## config.mk

```make
export PLATFORM = sky130hd
export DESIGN_NAME = mmio_region_router
export DESIGN_NICKNAME = d
export VERILOG_FILES = /design/src/rtl/mmio_pkg.sv /design/src/rtl/mmio_lane_align.sv /design/src/rtl/mmio_region_router.sv
export SDC_FILE = /design/constraint.sdc
export NUM_CORES = 1
export LEC_CHECK = 0
export BUFFER_PORTS_ARGS = -buffer_cell sky130_fd_sc_hd__buf_2
export CAP_MARGIN = 40
export CORE_AREA = 2 2 187 189
export CTS_CLUSTER_DIAMETER = 100
export DETAILED_ROUTE_END_ITERATION = 10
export DIE_AREA = 0 0 189 191
export PLACE_DENSITY_LB_ADDON = 0.2
export SYNTH_ARGS = -nofsm -noshare
export SYNTH_HDL_FRONTEND = slang
export SYNTH_SLANG_ARGS = --single-unit
```

## constraint.sdc

```tcl
create_clock -name clk -period 6.83 [get_ports clk]
set_input_delay 0.683 -clock clk [delete_from_list [all_inputs] [get_ports clk]]
set_output_delay 0.683 -clock clk [all_outputs]
set_load 0.01 [all_outputs]
```

## src/rtl/mmio_pkg.sv

```systemverilog
// Shared encodings, read-pipeline stage type and helpers for the MMIO region router.
package mmio_pkg;

  localparam int MAX_REGIONS = 16;

  localparam logic [2:0] MEMOP_B  = 3'b000;
  localparam logic [2:0] MEMOP_H  = 3'b001;
  localparam logic [2:0] MEMOP_W  = 3'b010;
  localparam logic [2:0] MEMOP_BU = 3'b100;
  localparam logic [2:0] MEMOP_HU = 3'b101;

  localparam logic [1:0] ERR_NONE       = 2'b00;
  localparam logic [1:0] ERR_UNMAPPED   = 2'b01;
  localparam logic [1:0] ERR_MISALIGNED = 2'b10;
  localparam logic [1:0] ERR_RO_WRITE   = 2'b11;

  typedef struct packed {
    logic       valid;
    logic [3:0] idx;
    logic [1:0] off;
    logic [2:0] memop;
    logic       err;
  } rd_stage_t;

  // Region i sits at i<<20; callers slice off as many entries as they use.
  function automatic logic [MAX_REGIONS*32-1:0] default_bases();
    logic [MAX_REGIONS*32-1:0] bases;
    bases = '0;
    for (int i = 0; i < MAX_REGIONS; i++) begin
      bases[i*32 +: 32] = 32'(i) << 20;
    end
    return bases;
  endfunction

  localparam logic [MAX_REGIONS*32-1:0] DEFAULT_BASES = default_bases();

  // Undefined memop codes are treated as misaligned so they never reach a slave.
  function automatic logic is_misaligned(input logic [2:0] memop, input logic [1:0] off);
    logic bad;
    case (memop)
      MEMOP_B, MEMOP_BU: bad = 1'b0;
      MEMOP_H, MEMOP_HU: bad = off[0];
      MEMOP_W:           bad = (off != 2'b00);
      default:           bad = 1'b1;
    endcase
    return bad;
  endfunction

endpackage

```

## src/rtl/mmio_lane_align.sv

```systemverilog
// Byte-lane logic: strobe/replicate on the store side, extract/extend on the load side.
module mmio_lane_align
  import mmio_pkg::*;
(
  input  logic [2:0]  wr_memop,
  input  logic [1:0]  wr_off,
  input  logic [31:0] wr_data,
  output logic [3:0]  wr_be,
  output logic [31:0] wr_lanes,
  input  logic [2:0]  rd_memop,
  input  logic [1:0]  rd_off,
  input  logic [31:0] rd_word,
  output logic [31:0] rd_data
);

  logic [7:0]  rd_byte_s;
  logic [15:0] rd_half_s;

  // Store side: strobes follow the byte offset, data is replicated into every lane.
  always_comb begin
    wr_be    = 4'b0000;
    wr_lanes = wr_data;
    case (wr_memop)
      MEMOP_B, MEMOP_BU: begin
        wr_be    = 4'b0001 << wr_off;
        wr_lanes = {4{wr_data[7:0]}};
      end
      MEMOP_H, MEMOP_HU: begin
        wr_be    = 4'b0011 << wr_off;
        wr_lanes = {2{wr_data[15:0]}};
      end
      MEMOP_W: begin
        wr_be    = 4'b1111;
        wr_lanes = wr_data;
      end
      default: begin
        wr_be    = 4'b0000;
        wr_lanes = wr_data;
      end
    endcase
  end

  // Load side: pick the addressed byte/half, then sign- or zero-extend.
  always_comb begin
    rd_byte_s = 8'h00;
    case (rd_off)
      2'd0:    rd_byte_s = rd_word[7:0];
      2'd1:    rd_byte_s = rd_word[15:8];
      2'd2:    rd_byte_s = rd_word[23:16];
      default: rd_byte_s = rd_word[31:24];
    endcase
    rd_half_s = rd_off[1] ? rd_word[31:16] : rd_word[15:0];
    case (rd_memop)
      MEMOP_B:  rd_data = {{24{rd_byte_s[7]}}, rd_byte_s};
      MEMOP_BU: rd_data = {24'h000000, rd_byte_s};
      MEMOP_H:  rd_data = {{16{rd_half_s[15]}}, rd_half_s};
      MEMOP_HU: rd_data = {16'h0000, rd_half_s};
      MEMOP_W:  rd_data = rd_word;
      default:  rd_data = 32'h0000_0000;
    endcase
  end

endmodule

```

## src/rtl/mmio_region_router.sv

```systemverilog
// Per-region MMIO decoder with latency-matched read return.
// Optional sticky error capture is enabled by defining MMIO_ERR_CAPTURE_EN.
module mmio_region_router
  import mmio_pkg::*;
#(
  parameter int                        NUM_REGIONS = 8,
  parameter logic [31:0]               PREFIX_MASK = 32'hfff0_0000,
  parameter logic [NUM_REGIONS*32-1:0] REGION_BASE = DEFAULT_BASES[NUM_REGIONS*32-1:0],
  parameter logic [NUM_REGIONS-1:0]    RO_MASK     = NUM_REGIONS'(1),
  parameter int                        RD_LATENCY  = 1
) (
  input  logic                        clk,
  input  logic                        rst_n,
  input  logic [31:0]                 cpu_addr,
  input  logic [31:0]                 cpu_wrdata,
  input  logic [2:0]                  cpu_memop,
  input  logic                        cpu_we,
  input  logic                        cpu_re,
  output logic [31:0]                 cpu_rddata,
  output logic                        cpu_rdvalid,
  output logic [31:0]                 slv_addr,
  output logic [31:0]                 slv_wrdata,
  output logic [3:0]                  slv_be,
  output logic [NUM_REGIONS-1:0]      slv_we,
  output logic [NUM_REGIONS-1:0]      slv_re,
  input  logic [NUM_REGIONS*32-1:0]   slv_rddata,
  output logic                        err_valid,
  output logic                        err_overflow,
  output logic [31:0]                 err_addr,
  output logic [1:0]                  err_code,
  output logic                        err_is_write,
  input  logic                        err_clr
);

  logic                   hit_s, ro_s, acc_s, load_s, err_s;
  logic [3:0]             hit_idx_s;
  logic [1:0]             code_s;
  logic [NUM_REGIONS-1:0] onehot_s;
  logic [31:0]            rd_word_s, rd_ext_s;
  rd_stage_t              pipe_r [RD_LATENCY];
  rd_stage_t              last_s;
  logic [31:0]            rddata_r;
  logic                   rdvalid_r;

  // Region match: scan downward so the lowest matching index is the one kept.
  always_comb begin
    hit_s     = 1'b0;
    hit_idx_s = 4'd0;
    ro_s      = 1'b0;
    for (int i = NUM_REGIONS - 1; i >= 0; i--) begin
      if ((cpu_addr & PREFIX_MASK) == REGION_BASE[i*32 +: 32]) begin
        hit_s     = 1'b1;
        hit_idx_s = 4'(i);
        ro_s      = RO_MASK[i];
      end else begin
        hit_s     = hit_s;
      end
    end
  end

  always_comb begin
    onehot_s = '0;
    for (int i = 0; i < NUM_REGIONS; i++) begin
      onehot_s[i] = hit_s && (hit_idx_s == 4'(i));
    end
  end

  // A simultaneous store and load is handled as the store alone.
  assign acc_s  = cpu_we | cpu_re;
  assign load_s = cpu_re & ~cpu_we;

  // Error classification: unmapped beats misaligned beats read-only write.
  always_comb begin
    code_s = ERR_NONE;
    if (!acc_s) begin
      code_s = ERR_NONE;
    end else if (!hit_s) begin
      code_s = ERR_UNMAPPED;
    end else if (is_misaligned(cpu_memop, cpu_addr[1:0])) begin
      code_s = ERR_MISALIGNED;
    end else if (cpu_we && ro_s) begin
      code_s = ERR_RO_WRITE;
    end else begin
      code_s = ERR_NONE;
    end
  end

  assign err_s    = (code_s != ERR_NONE);
  assign slv_we   = (cpu_we && !err_s) ? onehot_s : '0;
  assign slv_re   = (load_s && !err_s) ? onehot_s : '0;
  assign slv_addr = cpu_addr & ~PREFIX_MASK & 32'hffff_fffc;

  mmio_lane_align u_lane (
    .wr_memop (cpu_memop),
    .wr_off   (cpu_addr[1:0]),
    .wr_data  (cpu_wrdata),
    .wr_be    (slv_be),
    .wr_lanes (slv_wrdata),
    .rd_memop (last_s.memop),
    .rd_off   (last_s.off),
    .rd_word  (rd_word_s),
    .rd_data  (rd_ext_s)
  );

  // Read pipeline sized so the last stage lines up with the slave's data.
  always_ff @(posedge clk or negedge rst_n) begin
    if (!rst_n) begin
      for (int i = 0; i < RD_LATENCY; i++) pipe_r[i] <= '0;
    end else begin
      pipe_r[0] <= '{valid: load_s, idx: hit_idx_s, off: cpu_addr[1:0],
                     memop: cpu_memop, err: err_s};
      for (int i = 1; i < RD_LATENCY; i++) pipe_r[i] <= pipe_r[i-1];
    end
  end

  assign last_s = pipe_r[RD_LATENCY-1];

  always_comb begin
    rd_word_s = 32'h0000_0000;
    for (int i = 0; i < NUM_REGIONS; i++) begin
      if (last_s.idx == 4'(i)) begin
        rd_word_s = slv_rddata[i*32 +: 32];
      end else begin
        rd_word_s = rd_word_s;
      end
    end
  end

  // Load return register; errored loads come back as zero.
  always_ff @(posedge clk or negedge rst_n) begin
    if (!rst_n) begin
      rdvalid_r <= 1'b0;
      rddata_r  <= 32'h0000_0000;
    end else begin
      rdvalid_r <= last_s.valid;
      if (last_s.valid) rddata_r <= last_s.err ? 32'h0000_0000 : rd_ext_s;
    end
  end

  assign cpu_rdvalid = rdvalid_r;
  assign cpu_rddata  = rddata_r;

`ifdef MMIO_ERR_CAPTURE_EN
  logic        err_valid_r, err_overflow_r, err_is_write_r;
  logic [31:0] err_addr_r;
  logic [1:0]  err_code_r;

  // A clear arriving with a new error frees the slot, so the new error is captured cleanly.
  always_ff @(posedge clk or negedge rst_n) begin
    if (!rst_n) begin
      err_valid_r    <= 1'b0;
      err_overflow_r <= 1'b0;
      err_is_write_r <= 1'b0;
      err_addr_r     <= 32'h0000_0000;
      err_code_r     <= ERR_NONE;
    end else if (err_s) begin
      if (!err_valid_r || err_clr) begin
        err_valid_r    <= 1'b1;
        err_overflow_r <= 1'b0;
        err_is_write_r <= cpu_we;
        err_addr_r     <= cpu_addr;
        err_code_r     <= code_s;
      end else begin
        err_overflow_r <= 1'b1;
      end
    end else if (err_clr) begin
      err_valid_r    <= 1'b0;
      err_overflow_r <= 1'b0;
    end
  end

  assign err_valid    = err_valid_r;
  assign err_overflow = err_overflow_r;
  assign err_addr     = err_addr_r;
  assign err_code     = err_code_r;
  assign err_is_write = err_is_write_r;
`else
  logic unused_err_clr_s;
  assign unused_err_clr_s = err_clr;
  assign err_valid        = 1'b0;
  assign err_overflow     = 1'b0;
  assign err_addr         = 32'h0000_0000;
  assign err_code         = ERR_NONE;
  assign err_is_write     = 1'b0;
`endif

endmodule

```

==> results by group <==
Synth
  • Seq/Total Area, Yosys: 19.7%
  • Number of enable flip-flop cells after synthesis: 0
  • YS warnings: 0
  • Yosys cell types: 66
  • #FFs+latches synth: 43
  • Synth Instances: 624
  • Synth Flop Type: dfrtp_1
  • Mapped Area: 5470 um^2
  • Avg Cell Area, Syn: slightly below 9 um^2
  • Ys async rst share: 100%

Worst setup path
  • Cells along the critical path: buf_4 > and2_1 > a32o_1 > o211ai_1 > o211ai_4 > a21oi_4 > o221ai_1
  • Critical path arrival: 3.60 ns
  • Req. time, crit path: 6.95 ns
  • CP peak stage delay: ~0.69 ns
  • CP max FO: 48
  • CP max stage cell: dfrtp_4
  • Critical path endpoint category: flip-flop
  • Type of origin of the critical path: flip-flop
  • Crit Path Class: reg2reg

Cells and area
  • Layout Area Growth over Synthesis: 39.9%
  • Most frequent cells in the layout: buf_2 (392), nand2_1 (55), conb_1 (52), mux2i_1 (51), dfrtp_1 (40)
  • Layout fillers: 3880
  • Final Net Count: 1287
  • Design area: 7650 um^2
  • Non-Filler Instances: around 1400
  • Commonest non-fill, non-tap cell in the layout: buf_2
  • Final Util: 22.4%
  • Fraction of layout cells with a size suffix above 1: approximately 50%

Job
  • Total of max-cap violations: 0

STA
  • Fin Setup TNS: 0 ns
  • FMAX: 288 MHz
  • Worst Setup Slack, final: 3.35 ns
  • Tcrit/Tclk final: 50.9%
  • WHS: 0.478 ns
  • Fin. max-slew vios: 0
  • Final setup viols: 0
  • RSZ-0062 raised after global routing: false
  • Worst-Margin Slew: 0.912 ns
  • Crit path time final: 3.48 ns
  • Worst slew margin: slightly below 40%
  • Clock skew: 0.00879 ns
  • Final Hold Fails: 0

Pwr
  • Leakage: approximately 3.6 nW
  • Max VDD drop: just under 0.09 mV
  • Tot Pwr: 0.823 mW
  • Power Density: 108 nW/um^2

Placement
  • Post-DP Area: 7470 um^2
  • Pre-CTS setup slack: around 3.3 ns
  • DP Cell Count: approximately 1400
  • GPL Wtd Cong: 0.809
  • HPWL after DPL: between 20000 and 25000 um
  • I/O Buffers: 392

Clocking
  • Clk sink count: between 40 and 50
  • Worst skew pair latency: 0.29 ns
  • Num CTS Buffers: 5
  • Clock Tree Buf Depth: 2
  • Hold-fix buffers, CTS: 0
  • CTS-repair resized insts: 0
  • H-tree depth: 2
  • Post-CTS setup buffer count: 0
  • CTS tree: done
  • Worst-path clk slew: 0.07 ns
  • Root Driver: clkbuf_16

Routing
  • Final antenna-violating net count: 0
  • Routed len/inst: 20.6 um
  • Final wirelength: 29200 um
  • Vias: a little over 6000
  • DRC viols: 0
  • Via density: 4.36
  • Initial DRC Count: 356
  • Drt pass-1 iters: 5

Global routing
  • GRT Overall Usage: 15.5%
  • First-pass GRT wire length: 41600 um
  • Largest net degree at the start of global routing: 51
  • GRT overflow: 0
  • Vias in the first global route: between 6000 and 7000
  • Initial antenna violation count: 3

Floorplanning
  • Ports: 482
  • Chip width: between 150 and 200 um
  • Starting density of the core: 16.0%
  • Num rows: 68
  • Core ar.: 34100 um^2
  • Die Height: 191 um
  • Die Area: between 30000 and 40000 um^2

Min path
  • Hold Crit Class: in2async

Outcome
  • Status: finished clean
-- cell type report --
class | count | area (um^2) | share of cell area, %
Antenna cell | 2 | 5.00 | 0.0654
Clock buffer | 5 | 125 | 1.64
Clock inverter | 3 | 43.8 | 0.573
Inverter | 12 | 45.0 | 0.589
Multi-Input combinational cell | 496 | 3730 | 48.8
Sequential cell | 43 | 1080 | 14.2
Tap cell | 455 | 569 | 7.44
Timing Repair Buffer | 401 | 2050 | 26.7
-- routing by layer --
layer	track usage, %	vias up	wire length [um]
li1	-	2897	-
met1	17.7	2923	11200
met5	0	-	12
met4	3.91	2	605
met3	3.08	35	2140
met2	29.4	326	15300
-- synthesized netlist by cell type (7+ instances only) --
library cell	count	area [um^2]
a211oi_1	7	52.6
a21oi_1	26	130
a221oi_1	7	61.3
a22o_1	8	70.1
a22oi_1	17	128
and2_1	9	56.3
buf_2	17	85.1
buf_4	81	608
clkbuf_1	18	67.6
dfrtp_1	43	1080
inv_1	11	41.3
mux2_1	9	101
mux2_2	27	304
mux2i_1	51	510
mux4_2	26	586
nand2_1	55	206
nand2_2	10	62.6
nand2b_1	7	43.8
nor2_1	39	146
nor2b_1	13	81.3
nor3_1	9	45.0
o21ai_0	20	100
o21ai_1	14	70.1
o221ai_1	12	105
-- where the power goes --
group	total, mW	internal (mW)	switching [mW]
sequential	0.273	0.263	0.00931
clock	0.280	0.173	0.107
combinational	0.271	0.130	0.141
total	0.823	0.566	0.257
-- worst max-delay path: cells and delay by family, from the launching register on --
kind,cells,cell delay (ns)
compound gates,5,1.82
flops,1,0.69
buf+inv,1,0.38
simple gates,1,0.36
-- path summary, 6_finish.rpt --
kind                                     start              to  slack, ns  cells after the start
worst max-delay path                 last_s[6]  cpu_rddata[23]       3.35                      7
worst min-delay path                     rst_n  cpu_rddata[20]       0.48                      2
worst max register to register       last_s[6]  cpu_rddata[23]       3.35                      7
worst min register to register  cpu_rddata[13]  cpu_rddata[13]       0.49                      1
max in group asynchronous                rst_n       last_s[7]       5.87                      2
min in group clk                cpu_rddata[13]  cpu_rddata[13]       0.49                      1
-- sequential cells by signal, summed over array words and instances, names as in the netlist --
name         flops
last_s          10
cpu_rddata      32
cpu_rdvalid      1
-- cells by family (layout without fill, tap and decap cells) --
| kind of cell | Yosys count | in the layout | share of synthesized area (%) |
|---|---|---|---|
| compound gates | 166 | 166 | 22.4 |
| simple gates | 165 | 165 | 14.8 |
| mux | 113 | 113 | 27.5 |
| other cells | 1 | 54 | 0.0686 |
| flops | 43 | 43 | 19.7 |
| buf+inv | 136 | 421 | 15.6 |
Power figures use the tool's default switching activity.
